### config.mk
export PLATFORM = sky130hd
export DESIGN_NAME = omsp_hmac_sponge_adapter
export DESIGN_NICKNAME = d
export VERILOG_FILES = /design/src/rtl/omsp_hmac_sponge_adapter.sv
export SDC_FILE = /design/constraint.sdc
export NUM_CORES = 1
export LEC_CHECK = 0
export BUFFER_PORTS_ARGS = -buffer_cell sky130_fd_sc_hd__clkbuf_2
export CORE_ASPECT_RATIO = 1.1
export CORE_MARGIN = 2
export CORE_UTILIZATION = 53
export CTS_CLUSTER_DIAMETER = 40
export DETAILED_ROUTE_END_ITERATION = 10
export PLACE_DENSITY = 0.83
export SYNTH_ARGS = -nofsm -noshare
export SYNTH_HDL_FRONTEND = slang
export SYNTH_SLANG_ARGS = --single-unit
### constraint.sdc
create_clock -name clk -period 3.82 [get_ports clk]
set_input_delay 0.764 -clock clk [delete_from_list [all_inputs] [get_ports clk]]
set_output_delay 0.764 -clock clk [all_outputs]
set_load 0.02 [all_outputs]
### src/rtl/omsp_hmac_sponge_adapter.sv
// omsp_hmac_sponge_adapter
// Bridges the HMAC control FSM (16-bit words, strobe/busy) to a byte-wide
// sponge hash core. Words are absorbed as bytes, big-endian. Finalization
// sends one tagged padding byte. Digest bytes are then squeezed back into
// 16-bit words.
//
// Handshake semantics (both directions): a byte moves on a rising clk edge
// exactly when valid and ready are both 1 in that cycle. While valid is high
// and ready is low, the sender holds its data and tags stable.
module omsp_hmac_sponge_adapter #(
  parameter logic [7:0] PAD_BYTE = 8'h80
) (
  input  logic        clk,
  input  logic        reset,
  input  logic        hmac_reset,
  input  logic        start_continue,
  input  logic        data_available,
  input  logic        data_is_long,
  input  logic [15:0] data_in,
  output logic        busy,
  output logic [15:0] hmac_out,
  output logic        proto_err,
  output logic        core_clear,
  output logic [7:0]  core_in,
  output logic        core_in_valid,
  output logic        core_in_last,
  input  logic        core_in_ready,
  input  logic [7:0]  core_out,
  input  logic        core_out_valid,
  output logic        core_out_ready,
  output logic [2:0]  dbg_state
);

  typedef enum logic [2:0] {
    IDLE   = 3'd0,
    ABS_HI = 3'd1,
    ABS_LO = 3'd2,
    PAD    = 3'd3,
    SQZ_HI = 3'd4,
    SQZ_LO = 3'd5
  } state_t;

  state_t      state;
  state_t      next_state;
  logic        sq;
  logic [15:0] word;
  logic [7:0]  hi;
  logic        clr;
  logic        cmd_err;
  logic        absorb_cmd;
  logic        final_cmd;

  assign clr        = reset | hmac_reset;
  assign core_clear = clr;
  assign dbg_state  = state;

  // Control samples busy in its strobe cycle, so the strobe itself counts.
  assign busy = (state != IDLE) | start_continue;

  // Accepted commands in IDLE; absorbing after finalization is illegal.
  assign absorb_cmd = (state == IDLE) & start_continue & data_available & ~sq;
  assign final_cmd  = (state == IDLE) & start_continue & ~data_available & ~sq;
  assign cmd_err    = start_continue & ((state != IDLE) | (data_available & sq));

  // Next-state and handshake outputs; all handshakes are forced low while clearing.
  always_comb begin
    next_state     = state;
    core_in        = 8'h00;
    core_in_valid  = 1'b0;
    core_in_last   = 1'b0;
    core_out_ready = 1'b0;
    case (state)
      IDLE: begin
        if (start_continue) begin
          if (data_available && !sq) begin
            next_state = data_is_long ? ABS_HI : ABS_LO;
          end else if (!data_available) begin
            next_state = sq ? SQZ_HI : PAD;
          end
        end
      end
      ABS_HI: begin
        core_in       = word[15:8];
        core_in_valid = 1'b1;
        if (core_in_ready) next_state = ABS_LO;
      end
      ABS_LO: begin
        core_in       = word[7:0];
        core_in_valid = 1'b1;
        if (core_in_ready) next_state = IDLE;
      end
      PAD: begin
        core_in       = PAD_BYTE;
        core_in_valid = 1'b1;
        core_in_last  = 1'b1;
        if (core_in_ready) next_state = SQZ_HI;
      end
      SQZ_HI: begin
        core_out_ready = 1'b1;
        if (core_out_valid) next_state = SQZ_LO;
      end
      SQZ_LO: begin
        core_out_ready = 1'b1;
        if (core_out_valid) next_state = IDLE;
      end
      default: next_state = IDLE;
    endcase
    if (clr) begin
      next_state     = IDLE;
      core_in        = 8'h00;
      core_in_valid  = 1'b0;
      core_in_last   = 1'b0;
      core_out_ready = 1'b0;
    end
  end

  // State, phase, data capture and sticky error flag.
  always_ff @(posedge clk) begin
    if (clr) begin
      state     <= IDLE;
      sq        <= 1'b0;
      word      <= 16'h0000;
      hi        <= 8'h00;
      hmac_out  <= 16'h0000;
      proto_err <= 1'b0;
    end else begin
      state <= next_state;
      if (absorb_cmd) word <= data_in;
      if (final_cmd) sq <= 1'b1;
      if (state == SQZ_HI && core_out_valid) hi <= core_out;
      if (state == SQZ_LO && core_out_valid) hmac_out <= {hi, core_out};
      if (cmd_err) proto_err <= 1'b1;
    end
  end

endmodule

# Word level (Yosys, flattened, before mapping)
# Cells that the tools add are included.
[classes] reduce_logical=9 add_sub_neg=0 magnitude_cmp=0 mul=0 div_mod_pow=0 n_shift=0 muxes=19 bitwise_logic=12 n_eq_ne=12
[ops] operator="two-way mux 3 bit" n=9
[ops] operator="one-hot mux 8 bit (3 select lines)" n=1
[ops] operator="one-hot mux 3 bit (6 select lines)" n=1
[ops] operator="!= test 2 bit, second input constant" n=6
[ops] operator="two-way mux 8 bit" n=1
[ops] operator="AND 1 bit" n=7
[ops] operator="AND reduction 7 bit" n=1
[ops] operator="equality test 3 x 2 -> 1 bit, second input constant" n=2
[ops] operator="equality test 3 bit, second input constant" n=2
[ops] operator="two-way mux 1 bit" n=6
[ops] operator="equality test 3 x 1 -> 1 bit, second input constant" n=1
[ops] operator="logical AND 1 bit" n=3
[ops] operator="zero test 3 bit" n=1
[ops] operator="!= test 3 x 2 -> 1 bit, second input constant" n=1
[ops] operator="OR 1 bit" n=3
[ops] operator="nonzero test 3 bit" n=1
[ops] operator="OR reduction 3 bit" n=1
[ops] operator="two-way mux 2 bit" n=1
[ops] operator="inverter 1 bit" n=2
[ops] operator="OR reduction 2 bit" n=1
[ops] operator="zero test 1 bit" n=1
[word_totals] out_inout_bits=33 mem_bits_rw=0 regBits=45 input_bits=32 rom_bits=0 word_cells=58 memories=0 latchBits=0

# Longest topological paths before layout
# Gate-level depths: netlist of run 1.
[depth] word_depth=5 ltp_mapped=8 mapped_depth_nobuf=4

# Worst setup path before layout of run 1
# OpenSTA, ideal clock, no wires.
[synth_timing] kind="input port to output port" startpoint="in hmac_reset" endpoint="out core_out_ready" setup_slack_ps=1359 required_time_ps=3056 cell_stages=4 path_buffers=1 arrival_time_ps=1697 cell_sequence="nor2_1 inv_2 buf_1 nor2_1"
[synth_between] elab_chain_len=2
[synth_lines] element="from (decl)" line_no="15" rtl="input logic hmac_reset,"
[synth_lines] element="OR 1 bit" line_no="53" rtl="assign clr = reset | hmac_reset;"
[synth_lines] element="via core_clear" line_no="23" rtl="output logic core_clear,"
[synth_lines] element="two-way mux 1 bit" line_no="108" rtl="if (clr) begin"
[synth_lines] element="to (decl)" line_no="30" rtl="output logic core_out_ready,"
# The timed path passes the listed nets, and every way through them passes these cells.

# Worst setup path in the final report of run 1
[layout_timing] startpoint="reg state[1] (netlist: dbg_state[1])" endpoint="out core_in[3]"
[layout_between] elab_chain_len=3 word_cells_on_any_way=5 classes_between="eq/ne: 3; mux: 2"
[layout_lines] element="from (decl)" line_no="43" rtl="state_t state;"
[layout_lines] element="from (signal assigned)" line_no="127" rtl="state <= next_state;"
[layout_lines] element="equality test 3 x 2 -> 1 bit or equality test 3 x 1 -> 1 bit (tied branches)" line_no="72" rtl="case (state)"
[layout_lines] element="one-hot mux 8 bit (3 select lines) *" line_no="72"
[layout_lines] element="two-way mux 8 bit *" line_no="108"
[layout_lines] element="to (decl)" line_no="24" rtl="output logic [7:0] core_in,"
# Every way passes the cells marked *; elsewhere a longest branch is shown, timed or not.

==> results of run 1 <==
sequential cells by signal (all words and copies together) (netlist names):
| name | count |
|---|---|
| dbg_state | 3 |
| proto_err | 1 |
| hmac_out | 16 |
| word | 16 |
| hi | 8 |
| sq | 1 |
area by class of cell:
cell class,count,area [um2]
clock inverter,3,65.1
fill,343,1230
sequential,45,901
multi-input combinational,171,901
clock buffer,5,68.8
inverter,3,11.3
tap,50,62.6
timing repair buffer,65,328
cells by family (layout without fill, tap and decap cells):
group,count (synthesis),after routing,share of synthesized area (%)
flip-flops,45,45,46.6
multiplexers,8,8,4.15
buffers and inverters,20,76,6.74
AO/OA/AOI/OAI,55,55,18.7
AND/OR/NAND/NOR,108,108,23.8
placed cells by master, fill, tap and decap left out, drive strengths merged:
cell type  count
a211o          1
a211oi         1
a21boi         1
a21oi         37
a22oi          8
a31oi          1
and3           2
and4           1
buf            1
bufinv         2
clkbuf        69
clkinv         1
dfxtp         45
inv            3
mux2i          8
nand2         68
nand2b         2
nand3          2
nand4          1
nor2          25
nor2b          2
nor3           4
o211ai         1
o21ai          2
o311ai         1
o41ai          2
or3            1
worst min path at each step:
| stage | slack, ps | depth (start not counted) | endpoint | from |
|---|---|---|---|---|
| after floorplan | 430 | 2 | hmac_out[10]$_SDFFE_PN0P_ | hi[2]$_SDFFE_PN0P_ |
| after global placement | 440 | 2 | word[15]$_SDFFE_PN0P_ | word[15]$_SDFFE_PN0P_ |
| after global routing | 470 | 2 | word[7]$_SDFFE_PN0P_ | word[7]$_SDFFE_PN0P_ |
| after detailed placement | 450 | 2 | hmac_out[10]$_SDFFE_PN0P_ | hmac_out[10]$_SDFFE_PN0P_ |
| final | 460 | 2 | hmac_out[10]$_SDFFE_PN0P_ | hmac_out[10]$_SDFFE_PN0P_ |
| after CTS | 460 | 2 | hmac_out[10]$_SDFFE_PN0P_ | hmac_out[10]$_SDFFE_PN0P_ |
worst max-delay path, cell delays in order (launching register included):
cell      delay, ps
dfxtp_1         680
nor2b_1         500
a22oi_1         140
nor2_1          130
clkbuf_2        180
through the flow:
stage                     total power, mW  instance area, um2  setup slack, ps  hold WS [ps]
after global routing                 1.02                2340              967           471
after CTS                           0.999                2340             1160           457
final                               0.990                2340             1130           456
after global placement              0.586                2200             1360           438
after floorplan                     0.558                1930             1360           431
after detailed placement            0.587                2200             1340           446
power by group:
part | leakage [nW] | total, mW | switching (mW) | internal [mW]
Clock | 0.0681 | 0.414 | 0.154 | 0.260
Combinational | 0.468 | 0.0903 | 0.0565 | 0.0338
Sequential | 0.363 | 0.486 | 0.0103 | 0.476
routing by layer:
layer / track usage, % / wire, um / vias up
li1: - / - / 900
met1: 26.9 / 1950 / 783
met2: 35.5 / 1920 / 50
met3: 6.13 / 238 / 5
met4: 7.18 / 53 / 0
met5: 0 / 0 / -
==> metrics.txt, run 1 <==
CTS Buf Count 5; final RePlAce weighted congestion 0.876; Antenna Cells 0; Routed Antenna Nets 0; port bufs 64; Peak VDD IR between 0.2 and 0.3 mV; Final Hold Fails 0; Worst setup SP type flip-flop; leakage 0.900 nW; syn avg cell area ~8.2 um2; Post-synth ARST share 0%; crit path launch dbg_state[1]$_SDFFE_PN0P_; ys flop type dfxtp_1; Power Density 424 nW/um2; GRT Overall Usage a little over a fifth; final worst-path cycle share between 70% and 80%; RSZ-0062 raised after global routing false; clk_skew approximately 4 ps; worst reg2reg path endpoint hmac_out[1]$_SDFFE_PN0P_; Final Max Tran Viols 0; mapped cell area 1930 um2; Clock Tree Buf Depth 2; CTS Hold Bufs 0; Synth area leaders dfxtp_1 47%, nand2_1 13%, a21oi_1 7.0%, nor2_1 4.7%, a21oi_2 4.5%; Reg2Reg Setup Slack 1910 ps; Tightest Hold Check Type reg -> reg; Synth Instances 236; worst slew pin tran 673 ps; Detail Placement HPWL just under 3000 um; CP max FO 14; vias in the first global route 1544; 1st-pass router iterations 4; Data arrival, critical path 1920 ps; share of layout cells above drive strength 1 30.8%; PostCTS Resize Cnt 0; Initial Util 54.1%; Nets 323; drt wl/cell 12.2 um; Setup CP Type reg -> out; fin crit period ~2700 ps; initial DRC count 64; first-pass GRT wire length 6690 um; Netlist cell types 34; grt total ovfl 0; Mapped Nets 268; worst-case reg-to-reg path depth 4; Synth top area share 46.6%; Max Cap Viol 0; die area 4140 um2; Cells after DPL roughly 330; H-tree Lvls 2; Skew-Pair Late Insertion Delay 290 ps; synthesis warning total 0; Seq/Total Area, Yosys 46.6%; initial antenna violation count 0; final WL 4160 um; status completed; DR vias between 1500 and 2000; required time of the critical path 3060 ps; largest net degree at the start of global routing 43; Die Ht 67.3 um; Post-synth EDFFs 0; clk sink count 45; setup violators final 0; reg2reg start dbg_state[0]$_SDFFE_PN0P_; Post-synth top cells 65 x nand2_1, 45 x dfxtp_1, 27 x a21oi_1; CTS tree done; io pins 65; via/cell ratio 5.08; largest area contributor in the netlist dfxtp_1; Cell Rows 23; fin cells 342; TNS Setup 0 ps; Max Clk Rate 372 MHz; Slew HR approximately 55%; Die X 61.6 um; CTS clk-pin slew, worst paths 80 ps; Worst setup EP type output pin; drc violations 0; CTS root buffer clkbuf_8; Core Area 3570 um2; postcts setup bufs 0; Area growth, synth to finish 21.0%; cell with the most instances after synthesis nand2_1; #FFs+latches synth between 40 and 50; worst setup path end core_in[3]; utilization after layout approximately two thirds
Note: power is estimated with default switching activity, not from simulation.
==> run 2, diff against run 1 <==
--- a/config.mk
+++ b/config.mk
@@ -8,10 +8,10 @@
 export BUFFER_PORTS_ARGS = -buffer_cell sky130_fd_sc_hd__clkbuf_2
 export CORE_ASPECT_RATIO = 1.1
 export CORE_MARGIN = 2
-export CORE_UTILIZATION = 53
+export CORE_UTILIZATION = 45
 export CTS_CLUSTER_DIAMETER = 40
 export DETAILED_ROUTE_END_ITERATION = 10
-export PLACE_DENSITY = 0.83
+export PLACE_DENSITY = 0.75
 export SYNTH_ARGS = -nofsm -noshare
 export SYNTH_HDL_FRONTEND = slang
 export SYNTH_SLANG_ARGS = --single-unit
==> constraint.sdc (replaced) <==
create_clock -name clk -period 2.15 [get_ports clk]
set_input_delay 0.43 -clock clk [delete_from_list [all_inputs] [get_ports clk]]
set_output_delay 0.43 -clock clk [all_outputs]
set_load 0.02 [all_outputs]
==> metrics.txt, run 2 (same netlist as run 1, synthesis figures left out) <==
largest net degree at the start of global routing 26; worst slew pin tran 639 ps; clk_skew about 7.1 ps; share of layout cells above drive strength 1 roughly a third; Largest regs hmac_out (16), word (16), hi (8); Design Area, Final 2360 um2; sw frac 22.9%; Slew HR between 50% and 60%; vias in the first global route 1580; Clock Tree Buf Depth 2; P_sw 383 uW; slowest CP cell or3_1; final WL 4260 um; Worst path max stage delay 550 ps; Min-Delay Endpoint word[13]$_SDFFE_PN0P_; Worst setup SP type flip-flop; met2 Use GR 30.8%; TNS Setup 0 ps; DR vias 1757; first-pass GRT wire length roughly 7000 um; Worst setup EP type output pin; sequential fraction of design power around half; drt wl/cell 12.2 um; Initial Util a little under half; worst hold path depth 3; clk sink count 45; H-tree Lvls 2; Cell Int Power 1.29 mW; CTS clk-pin slew, worst paths 80 ps; Routed Antenna Nets 0; CP max FO 10; CTS tree done; die area 4830 um2; Hold Crit Start data_in[13]; Power Density 708 nW/um2; final worst-path cycle share 92.2%; most common cell after layout, fill and taps aside nand2_1; Data arrival, critical path 1550 ps; Cell Rows 25; io pins 65; DP Area 2240 um2; fill cell count 431; required time of the critical path 1720 ps; setup violators final 0; Skew-Pair Late Insertion Delay a little under 300 ps; final RePlAce weighted congestion 0.786; drc violations 0; grt total ovfl 0; Area growth, synth to finish 22.1%; Die Ht around 73 um; status completed; Die X 66.5 um; Detail Placement HPWL roughly 3000 um; most used routing layer met2; fin crit period 1980 ps; via/cell ratio 5.02; most frequent cells in the layout 65 x nand2_1, 64 x clkbuf_2, 44 x dfxtp_1, 27 x a21oi_1, 24 x nor2_1; Peak VDD IR 0.473 mV; worst-case reg-to-reg path depth 5; postcts setup bufs 0; CTS root buffer clkbuf_8; GRT Overall Usage 18.6%; Final Hold Fails 0; 1st-pass router iterations 4; Clock power frac a little under two fifths; Reg2Reg Setup Slack about 500 ps; Setup CP Type reg -> out; combinational share of power between 10% and 20%; worst reg2reg path endpoint word[10]$_SDFFE_PN0P_; Antenna Cells 0; port bufs 64; GRT met3 Usage 4.78%; initial antenna violation count 0; initial DRC count 85; GR Layer Usage met1 23.6%; CTS Buf Count 5; RSZ-0062 raised after global routing false; leakage between 0.9 and 1 nW; Tightest Hold Check Type in -> reg; Max Clk Rate 505 MHz; Max Cap Viol 0; crit-path cells or3_1, nor2_1, clkbuf_2; reg2reg start dbg_state[1]$_SDFFE_PN0P_; Final Max Tran Viols 0; Core Area 4220 um2; Nets 327
[run 2: how the worst max path moves through the flow]
| stage | start | endpoint | slack (ps) | cells past startpoint |
|---|---|---|---|---|
| floorplan | dbg_state[1]$_SDFFE_PN0P_ | core_in[0] | 230 | 5 |
| global placement | hmac_reset | core_in[5] | 320 | 4 |
| detailed placement | hmac_reset | core_in[5] | 300 | 4 |
| CTS | dbg_state[0]$_SDFFE_PN0P_ | core_in[5] | 50 | 4 |
| global route | dbg_state[0]$_SDFFE_PN0P_ | core_in[1] | 100 | 4 |
| finish | dbg_state[2]$_SDFFE_PN0P_ | core_in[5] | 170 | 3 |
[run 2: final cells by class]
class                      instances  area (um2)  share of cell area (%)
inverter                           3        11.3                   0.477
tap                               54        67.6                    2.86
clock buffer                       7        86.3                    3.66
multi-input combinational        171         903                    38.3
clock inverter                     1        30.0                    1.27
timing repair buffer              69         358                    15.2
sequential                        45         902                    38.2
[run 2: metal layers]
| layer | part of all wire [%] | up-vias |
|---|---|---|
| li1 | - | 906 |
| met1 | 44 | 779 |
| met2 | 47 | 62 |
| met3 | 6.7 | 10 |
| met4 | 1.8 | 0 |
| met5 | 0 | - |
[run 2: power by group through the flow]
| stage | combinational [mW] | clock [mW] | sequential (mW) |
|---|---|---|---|
| global route | 0.190 | 0.690 | 0.861 |
| finish | 0.170 | 0.641 | 0.859 |
| CTS | 0.171 | 0.656 | 0.858 |
| floorplan | 0.112 | 0 | 0.879 |
| global placement | 0.170 | 0 | 0.877 |
| detailed placement | 0.171 | 0 | 0.877 |
[run 2: per-stage QoR]
step                      utilization (%)  setup slack (ps)  power (mW)  hold WS [ps]  instances
final                                55.9               168        1.67           354        350
after global routing                 55.9              98.9        1.74           357        350
after CTS                            55.8              54.8        1.69           351        350
after detailed placement             53.0               305        1.05           441        342
after global placement               53.0               318        1.05           439        342
after floorplan                         -               232       0.991           431        236
[run 2: timing repair]
item | in CTS | in global routing
hold buffers | 0 | 0
gates resized for setup | 0 | 2
setup endpoints to repair | 0 | 7
[run 2: critical path, delay by kind of cell (launching register included)]
kind | cells | cell delay, ps
and+or+nand+nor | 2 | 730
DFF | 1 | 340
buffers and inverters | 1 | 180
==> run 3, diff against run 2 <==
--- a/config.mk
+++ b/config.mk
@@ -6,7 +6,7 @@
 export NUM_CORES = 1
 export LEC_CHECK = 0
 export BUFFER_PORTS_ARGS = -buffer_cell sky130_fd_sc_hd__clkbuf_2
-export CORE_ASPECT_RATIO = 1.1
+export CORE_ASPECT_RATIO = 1.5
 export CORE_MARGIN = 2
 export CORE_UTILIZATION = 45
 export CTS_CLUSTER_DIAMETER = 40
==> metrics.txt, run 3 (same netlist as run 1, synthesis figures left out) <==
worst reg2reg path endpoint word[15]$_SDFFE_PN0P_; Data arrival, critical path roughly 1500 ps; Power Density approximately 700 nW/um2; Peak VDD IR 0.546 mV; RSZ-0062 raised after global routing false; CTS tree done; worst setup path end core_in[7]; fill cell count around 420; Tightest Hold Check Type in -> reg; utilization after layout 56.5%; TNS Setup 0 ps; Antenna Cells 0; grt total ovfl 0; drt wl/cell around 13 um; met3 routed WL 255 um; Critical Path Stages 3; Slew HR about 56%; CTS Buf Count 5; 1st-pass router iterations 4; setup violators final 0; Hold Crit Start data_in[6]; port bufs 64; Nets 328; clk_skew 9.51 ps; vias in the first global route 1764; most common cell after layout, fill and taps aside nand2_1; reg2reg start dbg_state[2]$_SDFFE_PN0P_; Detail Placement HPWL between 3000 and 4000 um; Skew-Pair Late Insertion Delay 300 ps; Clock Tree Buf Depth 2; DR vias 1802; Reg2Reg Setup Slack 540 ps; Largest regs hmac_out (16), word (16), hi (8); Worst setup SP type flip-flop; Max Cap Viol 0; worst slew pin tran about 660 ps; final RePlAce weighted congestion 0.897; Final Hold Fails 0; io pins 65; met2 wire len 2210 um; final worst-path cycle share 90.1%; leakage 0.915 nW; Worst path max stage delay ~530 ps; Max Clk Rate 516 MHz; largest net degree at the start of global routing 30; GRT Overall Usage 19.5%; cell family with most CP delay simple AND/OR/NAND/NOR gates; share of layout cells above drive strength 1 roughly a third; Worst setup EP type output pin; CTS root buffer clkbuf_8; postcts setup bufs 0; Area growth, synth to finish 22.0%; worst hold path depth 3; slowest CP cell or3_1; initial DRC count 102; Setup CP Type reg -> out; first-pass GRT wire length roughly 7600 um; Initial Util 46.3%; Die X 57.5 um; CTS clk-pin slew, worst paths 80 ps; CP Buf/Inv Count 1; most frequent cells in the layout 65 x nand2_1, 64 x clkbuf_2, 44 x dfxtp_1, 27 x a21oi_1, 24 x nor2_1; crit path launch dbg_state[2]$_SDFFE_PN0P_; fin crit period 1940 ps; required time of the critical path 1720 ps; Core Area 4170 um2; Die Ht between 80 and 90 um; drc violations 0; DR top layer met4; initial antenna violation count 0; clk sink count between 40 and 50; via/cell ratio roughly 5.3; Routed Antenna Nets 0; wl on met1 between 1500 and 2000 um; H-tree Lvls 2; status completed; worst-case reg-to-reg path depth 5; crit-path cells or3_1, a21oi_1, clkbuf_2; final WL 4320 um; die area between 4000 and 5000 um2; Cell Rows 29; Final Max Tran Viols 0; CP max FO 10
run 3: changes by cell type in the layout (fill, tap and decap cells not counted), sizes merged:
cell and change:
clkinvlp +1, buf +1, clkbuf -1
run 3: cell type report:
cell class	count	area (um2)	share of cell area, %
sequential	45	902	38.3
multi-input combinational	171	901	38.2
timing repair buffer	70	365	15.5
clock buffer	6	82.6	3.50
tap	46	57.6	2.44
clock inverter	2	37.5	1.59
inverter	3	11.3	0.478
run 3: per-stage QoR:
stage	std cells	hold slack [ps]	power [mW]	worst slack, ps	area (um2)
final	343	346	1.69	212	2360
after global routing	343	351	1.77	97.5	2360
after CTS	343	340	1.71	56.8	2360
after detailed placement	335	446	1.05	290	2240
after global placement	335	441	1.05	311	2240
after floorplan	236	431	0.991	232	1930
run 3: where the power goes:
group / switching (mW) / leakage (nW) / internal [mW]
registers: 0.0141 / 0.364 / 0.846
clock network: 0.284 / 0.0574 / 0.378
logic: 0.106 / 0.494 / 0.0640
run 3: what timing repair did:
action / 4_1_cts / 5_1_grt
endpoints found under the hold margin: 0 / 0
setup endpoints to repair: 0 / 7
hold buffers: 0 / 0
gates resized for setup: 0 / 1
run 3: worst min-delay path: cells and delay by family:
kind,cells,cell delay (ps)
buf+inv,1,80
simple gates,1,50
compound gates,1,50
run 3: worst min path at each step:
stage	endpoint	slack, ps
floorplan	hmac_out[10]$_SDFFE_PN0P_	430
global placement	hmac_out[13]$_SDFFE_PN0P_	440
detailed placement	word[0]$_SDFFE_PN0P_	450
CTS	word[6]$_SDFFE_PN0P_	340
global route	word[6]$_SDFFE_PN0P_	350
finish	word[6]$_SDFFE_PN0P_	350
run 3: layer usage:
metal	global-route usage, %	up-vias
met5	0	-
met4	6.98	0
met3	4.93	6
met2	34.7	55
met1	21.8	835
li1	-	906
